===== src/rtl/pipeline_ctrl.sv =====
// Hazard and sequencing controller for the 5-stage pipeline: forwarding selects,
// load-use and branch handling, a data-memory wait/timeout FSM, and perf counters.
module pipeline_ctrl #(
    parameter int TIMEOUT   = 255,
    parameter int TO_WIDTH  = 8,
    parameter int CNT_WIDTH = 32
) (
    input  logic                 clk,
    input  logic                 rst,
    input  logic [4:0]           d_ra1,
    input  logic [4:0]           d_ra2,
    input  logic [4:0]           e_ra1,
    input  logic [4:0]           e_ra2,
    input  logic [4:0]           e_rd,
    input  logic [1:0]           e_resultsrc,
    input  logic                 e_pcsrc,
    input  logic [4:0]           m_rd,
    input  logic [4:0]           w_rd,
    input  logic                 m_regwrite,
    input  logic                 w_regwrite,
    input  logic                 m_memreq,
    input  logic                 dmem_ready,
    output logic                 f_stall,
    output logic                 d_stall,
    output logic                 e_stall,
    output logic                 m_stall,
    output logic                 d_flush,
    output logic                 e_flush,
    output logic                 w_flush,
    output logic [1:0]           e_fwd_a,
    output logic [1:0]           e_fwd_b,
    output logic                 mem_err,
    output logic [CNT_WIDTH-1:0] stall_cnt,
    output logic [CNT_WIDTH-1:0] flush_cnt
);

    typedef enum logic [1:0] {RUN, MEM_WAIT, ABORT} state_t;

    localparam logic [TO_WIDTH-1:0] TIMEOUT_W = TO_WIDTH'(TIMEOUT);

    state_t                state_q, state_d;
    logic [TO_WIDTH-1:0]   wait_cnt_q, wait_cnt_d;
    logic                  mem_err_q, mem_err_d;
    logic [CNT_WIDTH-1:0]  stall_cnt_q, stall_cnt_d;
    logic [CNT_WIDTH-1:0]  flush_cnt_q, flush_cnt_d;
    logic                  mem_stall;
    logic                  abort_flush;
    logic                  lw_hz;

    // M-stage result is newer than W, so it wins when both match.
    always_comb begin
        e_fwd_a = 2'b00;
        e_fwd_b = 2'b00;
        if (!rst) begin
            if (m_regwrite && m_rd != 5'd0 && m_rd == e_ra1)
                e_fwd_a = 2'b10;
            else if (w_regwrite && w_rd != 5'd0 && w_rd == e_ra1)
                e_fwd_a = 2'b01;
            if (m_regwrite && m_rd != 5'd0 && m_rd == e_ra2)
                e_fwd_b = 2'b10;
            else if (w_regwrite && w_rd != 5'd0 && w_rd == e_ra2)
                e_fwd_b = 2'b01;
        end
    end

    assign lw_hz = (e_resultsrc == 2'b01) && (e_rd != 5'd0) &&
                   ((e_rd == d_ra1) || (e_rd == d_ra2));

    always_comb begin
        state_d     = state_q;
        wait_cnt_d  = wait_cnt_q;
        mem_err_d   = mem_err_q;
        mem_stall   = 1'b0;
        abort_flush = 1'b0;
        case (state_q)
            RUN: begin
                if (m_memreq && !dmem_ready) begin
                    mem_stall  = 1'b1;
                    state_d    = MEM_WAIT;
                    wait_cnt_d = TO_WIDTH'(1);
                end
            end
            MEM_WAIT: begin
                if (dmem_ready) begin
                    state_d    = RUN;
                    wait_cnt_d = '0;
                end else if (wait_cnt_q < TIMEOUT_W) begin
                    mem_stall  = 1'b1;
                    wait_cnt_d = wait_cnt_q + TO_WIDTH'(1);
                end else begin
                    mem_stall = 1'b1;
                    state_d   = ABORT;
                end
            end
            ABORT: begin
                abort_flush = 1'b1;
                mem_err_d   = 1'b1;
                state_d     = RUN;
                wait_cnt_d  = '0;
            end
            default: begin
                state_d    = RUN;
                wait_cnt_d = '0;
            end
        endcase
    end

    // A memory freeze overrides branch and load-use handling; E is held so those re-evaluate later.
    always_comb begin
        f_stall = 1'b0;
        d_stall = 1'b0;
        e_stall = 1'b0;
        m_stall = 1'b0;
        d_flush = 1'b0;
        e_flush = 1'b0;
        w_flush = 1'b0;
        if (rst) begin
            d_flush = 1'b1;
            e_flush = 1'b1;
            w_flush = 1'b1;
        end else if (mem_stall) begin
            f_stall = 1'b1;
            d_stall = 1'b1;
            e_stall = 1'b1;
            m_stall = 1'b1;
            w_flush = 1'b1;
        end else begin
            w_flush = abort_flush;
            if (e_pcsrc) begin
                d_flush = 1'b1;
                e_flush = 1'b1;
            end else if (lw_hz) begin
                f_stall = 1'b1;
                d_stall = 1'b1;
                e_flush = 1'b1;
            end
        end
    end

    always_comb begin
        stall_cnt_d = stall_cnt_q;
        flush_cnt_d = flush_cnt_q;
        if (f_stall)
            stall_cnt_d = stall_cnt_q + CNT_WIDTH'(1);
        if (e_pcsrc && !mem_stall && !rst)
            flush_cnt_d = flush_cnt_q + CNT_WIDTH'(1);
    end

    always_ff @(posedge clk) begin
        if (rst) begin
            state_q     <= RUN;
            wait_cnt_q  <= '0;
            mem_err_q   <= 1'b0;
            stall_cnt_q <= '0;
            flush_cnt_q <= '0;
        end else begin
            state_q     <= state_d;
            wait_cnt_q  <= wait_cnt_d;
            mem_err_q   <= mem_err_d;
            stall_cnt_q <= stall_cnt_d;
            flush_cnt_q <= flush_cnt_d;
        end
    end

    assign mem_err   = mem_err_q;
    assign stall_cnt = stall_cnt_q;
    assign flush_cnt = flush_cnt_q;

endmodule


===== config.mk =====
export PLATFORM = sky130hd
export DESIGN_NAME = pipeline_ctrl
export DESIGN_NICKNAME = d
export VERILOG_FILES = /design/src/rtl/pipeline_ctrl.sv
export SDC_FILE = /design/constraint.sdc
export NUM_CORES = 1
export LEC_CHECK = 0
export BUFFER_PORTS_ARGS = -buffer_cell sky130_fd_sc_hd__buf_4
export CAP_MARGIN = 20
export CORE_AREA = 2 2 123 125
export CTS_CLUSTER_SIZE = 24
export DETAILED_ROUTE_END_ITERATION = 6
export DIE_AREA = 0 0 125 127
export MAX_ROUTING_LAYER = met4
export PLACE_DENSITY = 0.59
export SETUP_SLACK_MARGIN = 0.02
export SLEW_MARGIN = 20
export SYNTH_ARGS = -nofsm -noshare
export SYNTH_HDL_FRONTEND = slang
export SYNTH_SLANG_ARGS = --single-unit

===== constraint.sdc =====
create_clock -name clk -period 4.95 [get_ports clk]
set_input_delay 0.99 -clock clk [delete_from_list [all_inputs] [get_ports clk]]
set_output_delay 0.99 -clock clk [all_outputs]
set_load 0.02 [all_outputs]

==> impl_metrics.env, run 1 <==
export IMPL_seq_area_frac_synth_pct=37.6
export IMPL_async_reset_ff_share_pct=0
export IMPL_irDropWorstVdd_uv=163
export IMPL_final_common_cell="buf_4"
export IMPL_cts_setup_buffers=0
export IMPL_grt_max_degree=61
export IMPL_num_antenna_cells=0
export IMPL_worstPathRequired_ns=3.96
export IMPL_crit_chain="buf_4 -> or4_1 -> o21ai_0 -> nor3_1 -> nor4_1 -> buf_4"
export IMPL_grt_pass1_wl_mm=18.1
export IMPL_hpwl_mm=8.02
export IMPL_yosysWarnings=0
export IMPL_crit_family="simple AND/OR/NAND/NOR gates"
export IMPL_dpl_cell_area_mm2=0.00503
export IMPL_vias=3977
export IMPL_worstSetupStartpoint="m_rd[1]"
export IMPL_powerDensity_mw_per_mm2=252
export IMPL_start_util_pct=27.7
export IMPL_ctsResizeCount=0
export IMPL_vias_per_cell=5.05
export IMPL_gp_congestion=0.849
export IMPL_relSlewSlack_pct=54.1
export IMPL_htree_levels=3
export IMPL_ys_ff_latch=75
export IMPL_slowest_delay_ns=0.52
export IMPL_start_kind="input pin"
export IMPL_syn_nets=534
export IMPL_synth_cell_type_count=45
export IMPL_dp_slack_ns=1.33
export IMPL_synth_largest_area_cell="dfxtp_1"
export IMPL_cts_sinks=75
export IMPL_clk_latency_ns=0.34
export IMPL_r2r_start="state_q[0]$_SDFFE_PP0P_"
export IMPL_design_area_mm2=0.00530
export IMPL_critPathArrivalTime_ns=2.63
export IMPL_final_cell_mix="buf_4, dfxtp_1, nor2_1, xor2_1, a21oi_1"
export IMPL_rsz0062_at_grt="no"
export IMPL_core_area_mm2=0.0144
export IMPL_detail_route_antenna_nets=0
export IMPL_dr_pass1_iters=4
export IMPL_port_buffers=119
export IMPL_dieArea_mm2=0.0159
export IMPL_synth_top_area_share_pct=37.6
export IMPL_pin_count=120
export IMPL_fin_nets=646
export IMPL_syn_avg_cell_area_um2=8.19
export IMPL_holdBufCountCts=0
export IMPL_clockRootBuffer="clkbuf_16"
export IMPL_drt_initial_drc_count=162
export IMPL_p_leak_nw=2.00
export IMPL_hp_class="reg2reg"
export IMPL_crit_slowest_cell="or4_1"
export IMPL_die_h_um=127
export IMPL_fin_skew_ns=0.00454
export IMPL_grt_pass1_vias=3801
export IMPL_synthToLayoutAreaGrowth_pct=32.9
export IMPL_finalSetupTns_ns=0
export IMPL_path_common_cell="buf_4"
export IMPL_layout_drive_gt1_share_pct=24.0
export IMPL_fmax_ghz=0.276
export IMPL_synthTopCellsByArea="dfxtp_1, xor2_1, nor2_1, a21oi_1, or4_1"
export IMPL_wl_per_cell_um=13.8
export IMPL_hold_slack_ns=0.476
export IMPL_drc=0
export IMPL_path_clk_slew_ns=0.06
export IMPL_grt_total_usage_pct=14.1
export IMPL_numCtsBuffers=9
export IMPL_routed_wl_mm=10.9
export IMPL_fin_ws_ns=1.33
export IMPL_critPathBufInv=2
export IMPL_overflow=0
export IMPL_hp_start="mem_err$_SDFFE_PP0N_"
export IMPL_final_period_utilization_pct=73.2
export IMPL_setup_viol=0
export IMPL_antenna_found_initial=0
export IMPL_synth_area_mm2=0.00399
export IMPL_path_class="in2out"
export IMPL_clockBufferDepth=2
export IMPL_cap_violations=0
export IMPL_cts_tree="done"
export IMPL_die_w_um=125
export IMPL_synth_edf_count=0
export IMPL_status="completed"
export IMPL_worst_pin_slew_ns=0.688
export IMPL_row_count=44
export IMPL_cp_max_fo=4
export IMPL_hold_violations=0
export IMPL_maxSlewViolCount=0
export IMPL_min_period_ns=3.62
export IMPL_endpoint_kind="output pin"
export IMPL_syn_inst=487
export IMPL_ys_flop_type="dfxtp_1"
-- Yosys cell counts, types with 2 or more instances --
| cell type | instances |
|---|---|
| a21oi_1 | 38 |
| and2_1 | 2 |
| and3_1 | 12 |
| and4_1 | 7 |
| buf_2 | 7 |
| buf_4 | 3 |
| clkbuf_1 | 9 |
| dfxtp_1 | 75 |
| ha_1 | 3 |
| inv_1 | 8 |
| mux2_2 | 2 |
| nand2_1 | 34 |
| nand2b_1 | 3 |
| nand3_1 | 31 |
| nand4_1 | 15 |
| nand4b_1 | 2 |
| nor2_1 | 58 |
| nor2b_1 | 6 |
| nor3_1 | 7 |
| nor3_2 | 2 |
| nor4_1 | 4 |
| o2111ai_1 | 2 |
| o21ai_0 | 22 |
| o21ai_1 | 2 |
| o31ai_1 | 15 |
| o41ai_1 | 2 |
| or3_1 | 18 |
| or4_1 | 21 |
| or4b_1 | 2 |
| xnor2_1 | 15 |
| xor2_1 | 46 |
-- per-stage QoR --
stage | std cells | total power [W] | utilization, %
after floorplan | 487 | 0.000693 | -
after global placement | 772 | 0.000747 | 34.9
after detailed placement | 772 | 0.000750 | 34.9
after CTS | 788 | 0.00136 | 36.8
after global routing | 788 | 0.00140 | 36.8
final | 788 | 0.00134 | 36.8
-- flip-flops by register name (all words and copies together), names as in the netlist --
register,cells
flush_cnt,32
mem_err,1
stall_cnt,32
state_q,2
wait_cnt_q,8
-- area by class of cell --
| type | instances | area (µm²) |
|---|---|---|
| fill | 1493 | 9120 |
| multi-input combinational | 384 | 2360 |
| sequential | 75 | 1500 |
| timing repair buffer | 121 | 908 |
| tap | 184 | 230 |
| clock buffer | 9 | 225 |
| clock inverter | 7 | 45.0 |
| inverter | 8 | 30.0 |
-- worst reg2reg max path, cell delays in order (launching register included) --
cell and delay, ns:
dfxtp_1 0.39, nor2_1 0.22, o2111ai_1 0.32, nor3_2 0.45
nand4_1 0.47, or4_1 0.55, a21oi_1 0.14
-- routing by layer --
metal / vias up / global-route usage (%) / wire (µm)
li1: 1987 / - / -
met1: 1865 / 16.7 / 4860
met2: 108 / 22.8 / 5260
met3: 17 / 3.98 / 604
met4: 0 / 5.56 / 182
met5: - / - / 0
-- where the power goes --
part	internal, W	switching, W	leakage (nW)
logic	0.0000547	0.0000673	1.28
registers	0.000608	0.00000593	0.605
clock network	0.000336	0.000264	0.123
total	0.000999	0.000337	2.00
-- kinds of logic (layout without fill, tap and decap cells) --
kind of cell	Yosys count	after routing	synth area share, %
multiplexers	3	3	0.816
AO/OA/AOI/OAI	86	86	12.5
XOR/XNOR	61	61	13.4
adder cells (fa/ha/maj)	3	3	0.941
AND/OR/NAND/NOR	231	231	31.6
flip-flops	75	75	37.6
buffers and inverters	28	145	3.14
-- worst paths after layout --
path / to / slack (ns) / cells after the start
hold / removal: mem_err$_SDFFE_PP0N_ / 0.48 / 2
hold reg to reg: mem_err$_SDFFE_PP0N_ / 0.48 / 2
setup reg to reg: flush_cnt[31]$_SDFFE_PP0P_ / 2.34 / 6
setup / recovery: e_fwd_b[0] / 1.33 / 6
No activity file was read; power rests on OpenSTA's default activity.
==> run 2, diff against run 1 <==
--- a/config.mk
+++ b/config.mk
@@ -12,7 +12,7 @@
 export DETAILED_ROUTE_END_ITERATION = 6
 export DIE_AREA = 0 0 125 127
 export MAX_ROUTING_LAYER = met4
-export PLACE_DENSITY = 0.59
+export PLACE_DENSITY = 0.61
 export SETUP_SLACK_MARGIN = 0.02
 export SLEW_MARGIN = 20
 export SYNTH_ARGS = -nofsm -noshare
==> constraint.sdc (replaced) <==
create_clock -name clk -period 3.1 [get_ports clk]
set_input_delay 0.62 -clock clk [delete_from_list [all_inputs] [get_ports clk]]
set_output_delay 0.62 -clock clk [all_outputs]
set_load 0.02 [all_outputs]
==> run 2 against run 1 <==
  * Utilization increased by 0.19 points
  * Sequential power increased by 60%
  * Via count increased by 1.0%
  * Non-clock buffer count increased by 4
  * Global-route usage increased by 0.57 points
  * Worst setup slack got worse by 1.2 ns
  * Wire length increased by 3.2%
  * Die area unchanged
  * Worst hold slack improved by 0.017 ns
  * Critical path type unchanged
  * Largest cell class unchanged
  * Largest power group unchanged
==> impl_metrics.env, run 2 (synthesis results as in run 1) <==
export IMPL_status="completed"
export IMPL_die_w_um=125
export IMPL_fin_skew_ns=0.00607
export IMPL_core_area_mm2=0.0144
export IMPL_fin_ws_ns=0.171
export IMPL_instances_no_fill=792
export IMPL_fmax_ghz=0.341
export IMPL_vias=4018
export IMPL_dpl_cell_area_mm2=0.00507
export IMPL_gp_congestion=0.905
export IMPL_cts_setup_buffers=0
export IMPL_routed_wl_mm=11.3
export IMPL_final_period_utilization_pct=94.5
export IMPL_numCtsBuffers=9
export IMPL_holdBufCountCts=0
export IMPL_dr_pass1_iters=4
export IMPL_regArea_mm2=0.00150
export IMPL_dp_cells=776
export IMPL_dieArea_mm2=0.0159
export IMPL_drt_initial_drc_count=235
export IMPL_cp_max_fo=4
export IMPL_reg2regPathDepth=6
export IMPL_power_total_w=0.00211
export IMPL_final_cell_mix="buf_4, dfxtp_1, nor2_1, xor2_1, a21oi_1"
export IMPL_fin_nets=650
export IMPL_multiInputGateArea_mm2=0.00236
export IMPL_rsz0062_at_grt="no"
export IMPL_worstPathRequired_ns=2.48
export IMPL_start_util_pct=27.7
export IMPL_nFillCells=1488
export IMPL_final_common_cell="buf_4"
export IMPL_clk_latency_ns=0.34
export IMPL_p_leak_nw=2.03
export IMPL_powerDensity_mw_per_mm2=397
export IMPL_dp_slack_ns=0.188
export IMPL_die_h_um=127
export IMPL_pin_count=120
export IMPL_wl_per_cell_um=14.2
export IMPL_finalSetupTns_ns=0
export IMPL_maxSlewViolCount=0
export IMPL_start_kind="input pin"
export IMPL_endpoint_kind="output pin"
export IMPL_worst_pin_slew_ns=0.592
export IMPL_grt_max_degree=56
export IMPL_hpwl_mm=8.39
export IMPL_grt_pass1_vias=3737
export IMPL_path_clk_slew_ns=0.05
export IMPL_drc=0
export IMPL_num_antenna_cells=0
export IMPL_port_buffers=119
export IMPL_layout_drive_gt1_share_pct=23.8
export IMPL_hp_class="reg2reg"
export IMPL_ctsResizeCount=0
export IMPL_antenna_found_initial=0
export IMPL_irDropWorstVdd_uv=260
export IMPL_synthToLayoutAreaGrowth_pct=33.6
export IMPL_clockBufferDepth=2
export IMPL_min_period_ns=2.93
export IMPL_holdPathStages=2
export IMPL_row_count=44
export IMPL_clockRootBuffer="clkbuf_16"
export IMPL_cts_sinks=75
export IMPL_relSlewSlack_pct=60.6
export IMPL_cts_tree="done"
export IMPL_htree_levels=3
export IMPL_design_area_mm2=0.00533
export IMPL_grt_pass1_wl_mm=18.6
export IMPL_cap_violations=0
export IMPL_vias_per_cell=5.07
export IMPL_critPathArrivalTime_ns=2.31
export IMPL_overflow=0
export IMPL_setup_viol=0
export IMPL_path_class="in2out"
export IMPL_hold_violations=0
export IMPL_grt_total_usage_pct=14.7
export IMPL_detail_route_antenna_nets=0
run 2: worst paths after layout:
path,from,endpoint,slack (ns)
worst min register to register,mem_err$_SDFFE_PP0N_,mem_err$_SDFFE_PP0N_,0.49
worst min-delay path,mem_err$_SDFFE_PP0N_,mem_err$_SDFFE_PP0N_,0.49
worst max-delay path,m_rd[1],e_fwd_b[0],0.17
worst max register to register,stall_cnt[11]$_SDFFE_PP0P_,stall_cnt[31]$_SDFFE_PP0P_,0.85
run 2: power breakdown:
group / total (W) / switching [W] / internal (W)
clock network: 0.000932 / 0.000394 / 0.000539
logic: 0.000202 / 0.000111 / 0.0000911
registers: 0.000980 / 0.00000935 / 0.000971
run 2: metal layers:
layer  routed length (µm)  global-route usage (%)
met1                 4930                    17.5
met2                 5610                    24.2
met3                  516                    3.94
met4                  192                    4.97
met5                    0                       -
run 2: area by class of cell:
cell class | count | area share (%)
clock inverter | 3 | 0.282
clock buffer | 13 | 4.51
multi-input combinational | 384 | 44.3
inverter | 8 | 0.563
tap | 184 | 4.32
sequential | 75 | 28.2
timing repair buffer | 125 | 17.8
run 2: worst max-delay path: stages:
cell	delay [ns]
buf_4	0.12
or4_1	0.52
o21ai_0	0.34
nor3_1	0.12
nor4_1	0.37
buf_4	0.21
run 2: per-stage QoR:
stage / utilization (%) / hold WS [ns]
after global routing: 37.0 / 0.515
final: 37.0 / 0.493
after detailed placement: 35.2 / 0.482
after CTS: 37.0 / 0.492
after global placement: 35.2 / 0.465
after floorplan: - / 0.471
==> run 3, diff against run 2 <==
--- a/config.mk
+++ b/config.mk
@@ -8,12 +8,13 @@
 export BUFFER_PORTS_ARGS = -buffer_cell sky130_fd_sc_hd__buf_4
 export CAP_MARGIN = 20
 export CORE_AREA = 2 2 123 125
+export CTS_BUF_LIST = sky130_fd_sc_hd__clkbuf_8
 export CTS_CLUSTER_SIZE = 24
 export DETAILED_ROUTE_END_ITERATION = 6
 export DIE_AREA = 0 0 125 127
 export MAX_ROUTING_LAYER = met4
 export PLACE_DENSITY = 0.61
-export SETUP_SLACK_MARGIN = 0.02
+export SETUP_SLACK_MARGIN = 0.3
 export SLEW_MARGIN = 20
 export SYNTH_ARGS = -nofsm -noshare
 export SYNTH_HDL_FRONTEND = slang
==> run 3 against run 2 <==
  * Worst setup slack better by 0.22 ns
  * Register-to-register slack about the same
  * Die area unchanged
  * Cell count up 0.25%
  * Sequential cell count unchanged
  * Utilization down 0.43 points
  * Count of clock-buffer cells in the layout down 3
  * Worst hold slack worse by 0.0040 ns
  * Design area down 1.2%
  * Sequential power about the same
  * Via count about the same
  * Critical path type unchanged
==> impl_metrics.env, run 3 (synthesis results as in run 1) <==
export IMPL_slowest_delay_ns=0.53
export IMPL_gp_congestion=0.837
export IMPL_fmax_ghz=0.370
export IMPL_setup_viol=0
export IMPL_cts_tree="done"
export IMPL_p_sw_w=0.000495
export IMPL_irDropWorstVdd_uv=150
export IMPL_status="completed"
export IMPL_port_buffers=119
export IMPL_grt_pass1_wl_mm=18.1
export IMPL_maxSlewViolCount=0
export IMPL_powerDensity_mw_per_mm2=353
export IMPL_finalSetupTns_ns=0
export IMPL_cts_sinks=75
export IMPL_wl_per_cell_um=14.1
export IMPL_p_int_w=0.00137
export IMPL_final_period_utilization_pct=87.3
export IMPL_power_share_sequential_pct=52.6
export IMPL_vias_per_cell=5.06
export IMPL_grt_total_usage_pct=14.3
export IMPL_drc=0
export IMPL_drt_initial_drc_count=263
export IMPL_start_util_pct=27.7
export IMPL_clockRootBuffer="clkbuf_8"
export IMPL_start_kind="input pin"
export IMPL_final_common_cell="buf_4"
export IMPL_die_h_um=127
export IMPL_clk_latency_ns=0.36
export IMPL_vias=4017
export IMPL_hpwl_mm=8.38
export IMPL_htree_levels=3
export IMPL_fin_nets=652
export IMPL_detail_route_antenna_nets=0
export IMPL_fin_skew_ns=0.0114
export IMPL_crit_slowest_cell="or4_1"
export IMPL_relSlewSlack_pct=47.8
export IMPL_grt_pass1_vias=3735
export IMPL_synthToLayoutAreaGrowth_pct=32.1
export IMPL_numCtsBuffers=9
export IMPL_critPathBufInv=2
export IMPL_routed_wl_mm=11.2
export IMPL_clockBufferDepth=2
export IMPL_cp_max_fo=4
export IMPL_dieArea_mm2=0.0159
export IMPL_layout_drive_gt1_share_pct=25.1
export IMPL_dp_slack_ns=0.181
export IMPL_crit_family="simple AND/OR/NAND/NOR gates"
export IMPL_min_period_ns=2.71
export IMPL_worst_pin_slew_ns=0.776
export IMPL_endpoint_kind="output pin"
export IMPL_row_count=44
export IMPL_crit_chain="buf_4 -> or4_1 -> o21ai_2 -> nor3_1 -> nor4_2 -> buf_4"
export IMPL_hold_violations=0
export IMPL_pwr_share_comb_pct=11.0
export IMPL_p_clk_share_pct=36.4
export IMPL_finish_utilization_pct=36.5
export IMPL_p_sw_share_pct=26.6
export IMPL_worstPathRequired_ns=2.48
export IMPL_critPathArrivalTime_ns=2.09
export IMPL_antenna_found_initial=0
export IMPL_fin_ws_ns=0.394
export IMPL_path_common_cell="buf_4"
export IMPL_overflow=0
export IMPL_holdBufCountCts=0
export IMPL_dr_pass1_iters=4
export IMPL_p_leak_nw=2.01
export IMPL_hp_class="reg2reg"
export IMPL_cap_violations=0
export IMPL_pin_count=120
export IMPL_grt_max_degree=52
export IMPL_path_clk_slew_ns=0.08
export IMPL_die_w_um=125
export IMPL_path_class="in2out"
export IMPL_final_cell_mix="buf_4, dfxtp_1, nor2_1, xor2_1, a21oi_1"
export IMPL_num_antenna_cells=0
export IMPL_rsz0062_at_grt="no"
export IMPL_core_area_mm2=0.0144
-- run 3: power by group through the flow --
stage | combinational [W] | clock [W] | sequential (W)
floorplan | 0.000105 | 0 | 0.00100
global placement | 0.000197 | 0 | 0.00100
detailed placement | 0.000201 | 0 | 0.00100
CTS | 0.000203 | 0.000710 | 0.000979
global route | 0.000225 | 0.000752 | 0.000981
finish | 0.000204 | 0.000678 | 0.000979
-- run 3: metrics by stage --
stage	hold slack [ns]	instances	instance area, µm²	total power, W
finish	0.489	794	5270	0.00186
global route	0.525	794	5270	0.00196
CTS	0.497	792	5250	0.00189
detailed placement	0.474	776	5070	0.00120
global placement	0.465	776	5070	0.00120
floorplan	0.471	487	4000	0.00111
-- run 3: tightest hold or removal path, stage by stage (launching register included) --
cell and delay [ns]:
dfxtp_1 0.34, nor2_1 0.05, nor2_1 0.07
-- run 3: final timing paths --
path                                         startpoint                    endpoint  slack [ns]  depth (start not counted)
worst max-delay path                            m_rd[1]                  e_fwd_b[0]        0.39                          6
worst min-delay path               mem_err$_SDFFE_PP0N_        mem_err$_SDFFE_PP0N_        0.49                          2
worst max register to register  state_q[1]$_SDFFE_PP0P_  flush_cnt[31]$_SDFFE_PP0P_        0.84                          7
worst min register to register     mem_err$_SDFFE_PP0N_        mem_err$_SDFFE_PP0N_        0.49                          2
-- run 3: what timing repair did --
action	4_1_cts	5_1_grt
gates resized for setup	2	2
pin swaps	0	3
buffers inserted	0	2
setup endpoints to repair	2	3
-- run 3: cell type report --
| cell class | instances | area [µm²] |
|---|---|---|
| Tap cell | 184 | 230 |
| Sequential cell | 75 | 1500 |
| Clock buffer | 10 | 138 |
| Timing Repair Buffer | 127 | 957 |
| Clock inverter | 6 | 32.5 |
| Inverter | 8 | 30.0 |
| Multi-Input combinational cell | 384 | 2380 |
| Fill cell | 1514 | 9160 |
-- run 3: metal layers --
| layer | wire length [µm] | vias up | track usage (%) |
|---|---|---|---|
| met4 | 160 | 0 | 4.44 |
| met1 | 4970 | 1884 | 17.4 |
| met3 | 662 | 14 | 4.10 |
| li1 | - | 1991 | - |
| met2 | 5380 | 128 | 23.1 |
| met5 | 0 | - | - |
